`src/rtl/comparison_unit_iter.sv`:
```
// Iterative relational comparator: walks the operands MSB-first, CHUNK bits per
// cycle, and stops at the first differing chunk. Result is a zero-extended flag.
module comparison_unit_iter #(
  parameter int WIDTH = 32,
  parameter int CHUNK = 8
) (
  input  logic             clk,
  input  logic             rst,
  input  logic             in_valid,
  output logic             in_ready,
  input  logic [WIDTH-1:0] a,
  input  logic [WIDTH-1:0] b,
  input  logic [2:0]       op,
  output logic             out_valid,
  input  logic             out_ready,
  output logic [WIDTH-1:0] result,
  output logic             busy
);

  localparam int N    = WIDTH / CHUNK;
  localparam int IDXW = (N > 1) ? $clog2(N) : 1;

  localparam logic [IDXW-1:0]  IDX_TOP   = IDXW'(N - 1);
  localparam logic [IDXW-1:0]  IDX_ONE   = IDXW'(1);
  localparam logic [IDXW-1:0]  IDX_ZERO  = {IDXW{1'b0}};
  localparam logic [WIDTH-1:0] SIGN_MASK = {1'b1, {(WIDTH-1){1'b0}}};
  localparam logic [WIDTH-1:0] ZERO_W    = {WIDTH{1'b0}};

  localparam logic [2:0] OP_EQ  = 3'b000;
  localparam logic [2:0] OP_NE  = 3'b001;
  localparam logic [2:0] OP_LT  = 3'b010;
  localparam logic [2:0] OP_GE  = 3'b011;
  localparam logic [2:0] OP_LTU = 3'b100;
  localparam logic [2:0] OP_GEU = 3'b101;

  generate
    if (CHUNK < 1 || (WIDTH % CHUNK) != 0) begin : g_bad_chunk
      $error("comparison_unit_iter: CHUNK must be >= 1 and divide WIDTH");
    end
  endgenerate

  typedef enum logic [1:0] {
    S_IDLE = 2'b00,
    S_RUN  = 2'b01,
    S_DONE = 2'b10
  } state_t;

  function automatic logic decode_flag(input logic [2:0] op_v,
                                       input logic       eq_v,
                                       input logic       lt_v);
    logic flag_v;
    case (op_v)
      OP_EQ:   flag_v = eq_v;
      OP_NE:   flag_v = ~eq_v;
      OP_LT:   flag_v = lt_v;
      OP_GE:   flag_v = ~lt_v;
      OP_LTU:  flag_v = lt_v;
      OP_GEU:  flag_v = ~lt_v;
      default: flag_v = 1'b0;
    endcase
    return flag_v;
  endfunction

  function automatic logic is_signed_op(input logic [2:0] op_v);
    return (op_v == OP_LT) || (op_v == OP_GE);
  endfunction

  state_t           state_q, state_d;
  logic [WIDTH-1:0] a_q, a_d;
  logic [WIDTH-1:0] b_q, b_d;
  logic [2:0]       op_q, op_d;
  logic [IDXW-1:0]  idx_q, idx_d;
  logic [WIDTH-1:0] result_q, result_d;
  logic             out_valid_q, out_valid_d;
  logic             busy_q, busy_d;

  logic [N-1:0][CHUNK-1:0] a_chunks_s;
  logic [N-1:0][CHUNK-1:0] b_chunks_s;
  logic [CHUNK-1:0]        a_cur_s;
  logic [CHUNK-1:0]        b_cur_s;
  logic                    chunk_eq_s;
  logic                    chunk_lt_s;

  assign a_chunks_s = a_q;
  assign b_chunks_s = b_q;
  assign a_cur_s    = a_chunks_s[idx_q];
  assign b_cur_s    = b_chunks_s[idx_q];
  assign chunk_eq_s = (a_cur_s == b_cur_s);
  assign chunk_lt_s = (a_cur_s < b_cur_s);

  // Signed ops flip both MSBs at latch time so the chunk walk stays unsigned.
  always_comb begin
    state_d     = state_q;
    a_d         = a_q;
    b_d         = b_q;
    op_d        = op_q;
    idx_d       = idx_q;
    result_d    = result_q;
    out_valid_d = out_valid_q;
    busy_d      = busy_q;
    case (state_q)
      S_IDLE: begin
        if (in_valid) begin
          a_d     = a ^ (is_signed_op(op) ? SIGN_MASK : ZERO_W);
          b_d     = b ^ (is_signed_op(op) ? SIGN_MASK : ZERO_W);
          op_d    = op;
          idx_d   = IDX_TOP;
          busy_d  = 1'b1;
          state_d = S_RUN;
        end else begin
          state_d = S_IDLE;
        end
      end
      S_RUN: begin
        if (!chunk_eq_s) begin
          result_d    = {{(WIDTH-1){1'b0}}, decode_flag(op_q, 1'b0, chunk_lt_s)};
          out_valid_d = 1'b1;
          state_d     = S_DONE;
        end else if (idx_q == IDX_ZERO) begin
          result_d    = {{(WIDTH-1){1'b0}}, decode_flag(op_q, 1'b1, 1'b0)};
          out_valid_d = 1'b1;
          state_d     = S_DONE;
        end else begin
          idx_d = idx_q - IDX_ONE;
        end
      end
      S_DONE: begin
        if (out_ready) begin
          out_valid_d = 1'b0;
          busy_d      = 1'b0;
          state_d     = S_IDLE;
        end else begin
          state_d = S_DONE;
        end
      end
      default: begin
        out_valid_d = 1'b0;
        busy_d      = 1'b0;
        state_d     = S_IDLE;
      end
    endcase
  end

  // State and datapath registers; reset abandons any in-flight compare.
  always_ff @(posedge clk or posedge rst) begin
    if (rst) begin
      state_q     <= S_IDLE;
      a_q         <= ZERO_W;
      b_q         <= ZERO_W;
      op_q        <= 3'b000;
      idx_q       <= IDX_ZERO;
      result_q    <= ZERO_W;
      out_valid_q <= 1'b0;
      busy_q      <= 1'b0;
    end else begin
      state_q     <= state_d;
      a_q         <= a_d;
      b_q         <= b_d;
      op_q        <= op_d;
      idx_q       <= idx_d;
      result_q    <= result_d;
      out_valid_q <= out_valid_d;
      busy_q      <= busy_d;
    end
  end

  assign in_ready  = (state_q == S_IDLE) && !rst;
  assign out_valid = out_valid_q;
  assign result    = result_q;
  assign busy      = busy_q;

endmodule

```
`config.mk`:
```
export PLATFORM = sky130hd
export DESIGN_NAME = comparison_unit_iter
export DESIGN_NICKNAME = d
export VERILOG_FILES = /design/src/rtl/comparison_unit_iter.sv
export SDC_FILE = /design/constraint.sdc
export NUM_CORES = 1
export LEC_CHECK = 0
export CAP_MARGIN = 20
export CORE_AREA = 8 8 98 100
export DETAILED_ROUTE_END_ITERATION = 8
export DIE_AREA = 0 0 106 108
export PLACE_DENSITY = 0.77
export SLEW_MARGIN = 10
export SYNTH_ARGS = -nofsm -noshare
export SYNTH_HDL_FRONTEND = slang
export SYNTH_SLANG_ARGS = --single-unit
```
`constraint.sdc`:
```
create_clock -name clk -period 3.2 [get_ports clk]
set_clock_uncertainty 0.2 [all_clocks]
set_input_delay 0.64 -clock clk [delete_from_list [all_inputs] [get_ports clk]]
set_output_delay 0.64 -clock clk [all_outputs]
set_load 0.05 [all_outputs]
```
==> results_dict.tcl <==
set metrics [dict create \
    grt.total_usage 0.133 \
    cts-resized-gates 0 \
    grtUsageMet1 0.158 \
    max_slew_margin 0.540 \
    die_area_um2 11400 \
    areaGrowthSynthToFinish_pct 24.2 \
    power_switching_uw 1280 \
    sw_frac_of_total 0.327 \
    fp.coreArea_um2 8050 \
    grt_first_pass_wirelength_um 12100 \
    synth.distinct_cells 33 \
    grt_busiest_layer "met2" \
    start_util 0.463 \
    critPathCaptureType "flop" \
    tightest_slew_ps 689 \
    cts_made_buffers 9 \
    drc_errors 0 \
    powerDensity_nw_per_um2 845 \
    synth_edf_count 0 \
    yosys_most_used_dff "dfrtp_1" \
    setup_tns_ps 0 \
    rsz0062_at_grt "false" \
    initialDrtViolationCount 87 \
    cts_tree "built" \
    layout_min_cycle_time_ps 2690 \
    total_power_uw 3910 \
    period_share 0.840 \
    io_pins 106 \
    clk_pin_slew_ps 80 \
    setup_viol 0 \
    clock_sinks 74 \
    final_cell_mix "dfrtp_1 (74), clkdlybuf4s50_1 (73), mux2_2 (65)" \
    hold_viol 0 \
    ctsHoldBuffers 0 \
    fin_hold_ws_ps 288 \
    overflow 0 \
    mostFrequentLayoutCell "dfrtp_1" \
    grt_pass1_vias 2542 \
    dpl.hpwl_um 5610 \
    layout.nets 422 \
    p_int_uw 2630 \
    syn_avg_cell_area_um2 14.1 \
    yosysTopAreaCellShare 0.497 \
    outcome "complete, no violations" \
    multi_input_area_um2 1610 \
    fmax_mhz 372 \
    seqPwrFrac 0.427 \
    fillCellCount 635 \
    synth-seq-cells 74 \
    synthCells 265 \
    seq_area_frac_synth 0.497 \
    ctsLongestPathBuffers 2 \
    htreeDepth 3 \
    ant_nets 0 \
    drv_cap 0 \
    num_antenna_cells 0 \
    startpoint_type "flop" \
    yosys_warnings 0 \
    drt-total-wl_um 7370 \
    use_met2 0.220 \
    antenna_found_initial 0 \
    synth_area_leader_cell "dfrtp_1" \
    seqCellArea_um2 1850 \
    path_max_fanout 15 \
    use_met3 0.0375 \
    synth.area.top_cells "dfrtp_1 (50%), mux2_2 (20%), mux4_2 (9.7%)" \
    dieWidth_um 106 \
    synth_area_um2 3730 \
    p_leak_uw 0.00199 \
    worst_skew_pair.late_latency_ps 340 \
    p_clk_frac 0.182 \
    gp_congestion 0.779 \
    via_count 2271 \
    path_class "flop to flop" \
    comb_power_share 0.390 \
    slew_viol_final 0 \
    arrival_ps 2750 \
    port_buffers 74 \
    grt_max_degree 74 \
    fp.dieH_um 108 \
    irDropWorstVdd_uv 461 \
    cp_data_required_time_ps 3260 \
    hold_path.class "flop to flop" \
    drive_above_1_share 0.311 \
    root_buffer "clkbuf_8" \
    dr.pass1.iters 4 \
    wl_per_cell_um 16.3 \
    fin_util 0.575 \
    post_cts_buffers 0 \
    async_reset_ff_frac 1.00 \
    routed_via_density 5.02 \
    rows 33 \
]
[power by group through the flow]
stage / Sequential (uW) / Combinational [uW] / Clock [uW]
final: 1670 / 1530 / 714
after global placement: 1690 / 1490 / 0
after floorplan: 1640 / 1230 / 0
after detailed placement: 1690 / 1530 / 0
after global routing: 1740 / 1670 / 764
after CTS: 1680 / 1540 / 732
[cell type report]
type	count	share of cell area
clock inverters	7	0.0151
flip-flops and latches	74	0.400
inverters	12	0.00972
clock buffers	9	0.0267
multi-input cells	166	0.347
repair buffers	79	0.173
well taps	105	0.0284
[per-stage QoR]
step / cell area, um^2 / setup WS [ps] / cells
2_1_floorplan: 3840 / 478 / 295
3_3_place_gp: 4440 / 588 / 436
3_5_place_dp: 4440 / 501 / 436
4_1_cts: 4630 / 490 / 452
5_1_grt: 4630 / 304 / 452
6_report: 4630 / 512 / 452
[state kept, by name, indices dropped and copies added, names as in the netlist]
name / flops
op_q: 3
a_chunks_s: 32
result: 1
idx_q: 2
state_q: 2
b_chunks_s: 32
busy: 1
out_valid: 1
[synthesized netlist by cell type, types with 2 or more instances]
master and n:
o21ai_0 2, buf_2 2, nand4_1 2, inv_1 12, nor2_1 3, nor2b_1 2
buf_4 35, mux4_2 16, mux2_2 65, buf_6 6, a21oi_1 8, nand2_1 6
ha_1 9, o211ai_1 2, xnor2_1 2, nor3_1 3, dfrtp_1 74
[worst paths after layout]
path                              end      from  cells after the start  slack, ps
min                              busy      busy                      1        290
max                         result[0]  idx_q[0]                      7        510
min reg2reg                      busy      busy                      1        290
max reg2reg                 result[0]  idx_q[0]                      7        510
max in group asynchronous  state_q[0]       rst                      3       1580
min in group asynchronous   out_valid       rst                      2        550
[per-layer routing]
layer	vias to the layer above	share of wire
met5	-	0
li1	1038	-
met4	0	0.021
met2	86	0.50
met3	13	0.079
met1	1134	0.40
[critical path, cell delays in order (launching register included)]
cell and delay (ps):
dfrtp_1 350, buf_4 270, mux4_2 550, ha_1 330, a21oi_1 190, o221ai_1 140
or3_1 370, a41oi_1 200
[kinds of logic after synthesis]
family,count (synthesis),synth area share
AOI/OAI and AO/OA,17,0.0279
xor gates and xnor gates,3,0.00705
adders and majority gates,9,0.0302
buffers and inverters,55,0.103
DFF,74,0.497
muxes,82,0.296
other,1,0.00101
and+or+nand+nor,24,0.0383
No activity file was read; power rests on OpenSTA's default activity.
